**config.mk**
```make
export PLATFORM = sky130hd
export DESIGN_NAME = fifo8_16
export DESIGN_NICKNAME = d
export VERILOG_FILES = /design/src/rtl/fifo8_16.sv
export SDC_FILE = /design/constraint.sdc
export NUM_CORES = 1
export LEC_CHECK = 0
export BUFFER_PORTS_ARGS = -buffer_cell sky130_fd_sc_hd__buf_4
export CAP_MARGIN = 20
export CORE_ASPECT_RATIO = 0.8
export CORE_MARGIN = 3
export CORE_UTILIZATION = 25
export DETAILED_ROUTE_END_ITERATION = 7
export GPL_TIMING_DRIVEN = 0
export SLEW_MARGIN = 20
export SYNTH_ARGS = -nofsm -noshare
export SYNTH_HDL_FRONTEND = slang
export SYNTH_SLANG_ARGS = --single-unit
```
**constraint.sdc**
```tcl
create_clock -name clock -period 3.7 [get_ports clock]
set_input_delay 0.185 -clock clock [delete_from_list [all_inputs] [get_ports clock]]
set_output_delay 0.185 -clock clock [all_outputs]
set_load 0.05 [all_outputs]
```
**src/rtl/fifo8_16.sv**
```systemverilog
// fifo8_16: 8-entry x 16-bit first-word-fall-through FIFO with valid/ready on both sides.
// Ports:
//   clock, reset_n         - rising-edge clock, asynchronous active-low reset
//   in_data/in_valid/in_ready    - write side handshake (push on in_valid && in_ready)
//   out_data/out_valid/out_ready - read side handshake (pop on out_valid && out_ready)
//   full, empty            - occupancy flags (count == 8 / count == 0)
//   level, almost_full     - only with FIFO8_LEVEL_EN: count, and count >= 6
module fifo8_16 #(
    parameter int WIDTH = 16,
    parameter int DEPTH = 8
) (
    input  logic             clock,
    input  logic             reset_n,
    input  logic [WIDTH-1:0] in_data,
    input  logic             in_valid,
    output logic             in_ready,
    output logic [WIDTH-1:0] out_data,
    output logic             out_valid,
    input  logic             out_ready,
    output logic             full,
`ifdef FIFO8_LEVEL_EN
    output logic             empty,
    output logic [3:0]       level,
    output logic             almost_full
`else
    output logic             empty
`endif
);
    logic [WIDTH-1:0] mem [DEPTH];
    logic [2:0]       wr_ptr, rd_ptr;
    logic [3:0]       count;
    logic             push, pop;
    logic [DEPTH-1:0] load;

    assign full      = count == 4'(DEPTH);
    assign empty     = count == 4'd0;
    assign in_ready  = !full;
    assign out_valid = !empty;
    assign push      = in_valid && in_ready;
    assign pop       = out_valid && out_ready;
    assign out_data  = mem[rd_ptr];
    // One-hot write demux: only the register addressed by wr_ptr loads.
    assign load      = push ? DEPTH'(1) << wr_ptr : '0;

`ifdef FIFO8_LEVEL_EN
    assign level       = count;
    assign almost_full = count >= 4'd6;
`endif

    genvar g;
    generate
        for (g = 0; g < DEPTH; g++) begin : g_mem
            always_ff @(posedge clock or negedge reset_n) begin
                if (!reset_n)
                    mem[g] <= '0;
                else if (load[g])
                    mem[g] <= in_data;
            end
        end
    endgenerate

    always_ff @(posedge clock or negedge reset_n) begin
        if (!reset_n) begin
            wr_ptr <= 3'd0;
            rd_ptr <= 3'd0;
            count  <= 4'd0;
        end else begin
            wr_ptr <= push ? wr_ptr + 3'd1 : wr_ptr;
            rd_ptr <= pop ? rd_ptr + 3'd1 : rd_ptr;
            count  <= count + 4'(push) - 4'(pop);
        end
    end
endmodule
```
==> run summary <==
Sw frac: 36.4%
Root Driver: clkbuf_16
Setup CP Type: reg2out
Cells after synthesis: 392
Adder-Cell Fraction of Synth Area: 2.72%
ANT nets after route: 0
Synth Area in Compound Gates: 0.187%
Full die area: 28800 µm²
Synth Area per Inst: 17.1 µm²
Slew HR: 39.2%
Arrival @ worst endpoint: 2.67 ns
Final setup viols: 0
Port bufs: 39
Crit path buffers/inverters: 3
Post-place setup slack: 1.20 ns
Yosys reg bits: 138
Maximum vdd drop: 0.352 mV
Fin. Hold Viols: 0
Share of cells above drive strength 1: 47.2%
YS warnings: 0
Synth Cell Area: 6710 µm²
Total CTS buffers: 17
GRT Resource Usage Total: 10.7%
Area growth syn-to-layout: 19.5%
Pins over their slew limit: 0
Largest family of logic cells by synthesized area: multiplexers
Hold Crit Class: in2reg
Routed length per instance: 18.2 µm
Initial Util: 26.0%
Setup ws final: 0.845 ns
Final WL: 14800 µm
Lkg Pwr: 3.53 nW
Post-synthesis sequential area ratio: 51.5%
CP top delay family: buffers and inverters
I/O pins: 40
Multiplexer share of the synthesized area: 39.3%
Detailed Routing Iterations Pass 1: 4
Syn nets: 426
Via density per instance: 4.32
Die width: 189 µm
Total of max-cap violations: 0
Final Cycle Share: 77.2%
Clock buffer depth: 2
Status: finished clean
Ant diodes: 0
Setup_tns: 0 ns
Via count: 3521
Vias in the first global route: 3957
Clock slew at reported path FFs: 0.06 ns
Die height: 153 µm
Worst Hold Launch: in_data[1]
Hold_ws: 0.0505 ns
CP Cell Sequence: clkbuf_1 > buf_2 > mux4_2 > mux2_2 > buf_4
CP endpoint kind: output port
Max Fanout on Critical Path: 10
P_sw: 3.03 mW
Initial antenna violation count: 0
Clock skew: 0.00443 ns
Simple-gate portion of the synthesized area: 1.62%
Synth unique cells: 26
R2r startpoint: count[2]$_DFF_PN0_
First-pass GRT wire length: 23700 µm
XOR/XNOR Fraction of Synth Area: 0.653%
Largest net degree at the start of global routing: 106
Tightest Pin Transition: 0.912 ns
Sequential power share: 32.5%
Crit-path slowest cell: mux4_2
RSZ-0062 raised after global routing: false
Pint: 5.29 mW
FP Rows: 52
Clock power frac: 18.5%
R2R cell count: 11
Cells on Worst Hold Path: 2
Combinational power share: 49.0%
TritonCTS clock tree: yes
Worst EP required: 3.51 ns
DRC: 0
Post-DP HPWL: 9830 µm
CP Depth: 5
# fillers: 2525
GPL Wtd Cong: 0.727
Tmin final: 2.85 ns
Setup crit start kind: flop
Fmax: 350 MHz
Post-CTS Resized: 0
H-tree Lvls: 4
# nets final: 486
Crit. Startpoint: rd_ptr[0]$_DFFE_PN0P_
GRT overflow: 0
Power Total: 8.32 mW
Cell area power density: 1040 nW/µm²
Clock sinks: 138
Iteration-0 DRC Markers: 212
Crit path largest cell delay: 0.57 ns
Clock Latency Late Sink: 0.41 ns
Total core area: 25800 µm²
cell type report:
class                   count  area, µm²  share of cell area [%]
inverters                  13       48.8                   0.609
well taps                 351        439                    5.48
multi-input cells         214       2990                    37.3
clock buffers              21        450                    5.62
repair buffers             41        338                    4.22
flip-flops and latches    138       3450                    43.1
clock inverters            10       77.6                   0.968
plain buffers              27        220                    2.75
cell families (layout without fill, tap and decap cells):
| kind of cell | after synthesis | count (layout) |
|---|---|---|
| mux | 179 | 179 |
| flops | 138 | 138 |
| buf+inv | 40 | 112 |
| fa+ha+maj | 14 | 14 |
| simple gates | 14 | 14 |
| xor+xnor | 5 | 5 |
| compound gates | 2 | 2 |
worst paths after layout:
path                                        to  slack, ns
max                                out_data[9]       0.85
min                        mem[33]$_DFFE_PN0P_       0.05
max reg2reg                 count[1]$_DFF_PN0_       1.21
min reg2reg                 mem[1]$_DFFE_PN0P_       0.48
max in group asynchronous  mem[35]$_DFFE_PN0P_       2.67
min in group asynchronous  mem[17]$_DFFE_PN0P_       0.22
layer usage:
| metal | part of all wire (%) | wire (µm) | track usage (%) | vias to the layer above |
|---|---|---|---|---|
| met3 | 3.0 | 440 | 2.44 | 22 |
| met4 | 1.7 | 252 | 3.93 | 0 |
| met1 | 48 | 7170 | 14.9 | 1899 |
| met5 | 0 | 0 | 0 | - |
| met2 | 47 | 6940 | 16.5 | 42 |
| li1 | - | - | - | 1558 |
synthesized netlist by cell type (all sizes together):
library cell | count | area share (%)
a21o | 1 | 0.11
a21oi | 1 | 0.075
and3 | 5 | 0.62
and4 | 3 | 0.47
buf | 21 | 2.9
clkbuf | 6 | 0.34
dfrtp | 138 | 51
fa | 1 | 0.30
ha | 13 | 2.4
inv | 13 | 0.73
mux2 | 146 | 28
mux2i | 1 | 0.15
mux4 | 32 | 11
nand2 | 2 | 0.11
nand3 | 1 | 0.075
nor2b | 1 | 0.093
or3b | 2 | 0.26
xnor2 | 4 | 0.52
xor2 | 1 | 0.13
state kept, by name, summed over array words and instances, names as in the netlist:
register	count
mem	128
count	4
rd_ptr	3
wr_ptr	3
cells in the final DEF, fill, tap and decap left out, types with 2 or more instances in the layout:
cell         n
xnor2_1      4
and4_4       2
and3_4       2
nand2_1      2
mux2_4      70
clkbuf_16   17
mux2_2      24
buf_6       15
buf_2        5
mux4_2      32
clkinv_2     8
and3_1       3
mux2_1      52
ha_1        13
inv_1       13
buf_4       38
clkbuf_1     9
dfrtp_1    138
stage by stage:
step / area [µm²] / utilization [%] / cells
after floorplan: 6710 / - / 392
after global placement: 7440 / 28.8 / 782
after detailed placement: 7470 / 28.9 / 783
after CTS: 8010 / 31.0 / 815
after global routing: 8010 / 31.0 / 815
final: 8010 / 31.0 / 815
repair_timing:
| item | 4_1_cts | 5_1_grt |
|---|---|---|
| endpoints found under the hold margin | 33 | 0 |
| buffers inserted | 0 | 0 |
| hold buffers | 1 | 0 |
power groups by stage:
stage	Sequential, mW	Clock [mW]	Combinational (mW)
after floorplan	2.56	0	3.19
after global placement	2.63	0	4.05
after detailed placement	2.72	0	4.14
after CTS	2.70	1.58	4.16
after global routing	2.80	1.64	4.36
final	2.70	1.54	4.08
(Power assumes the default switching activity.)
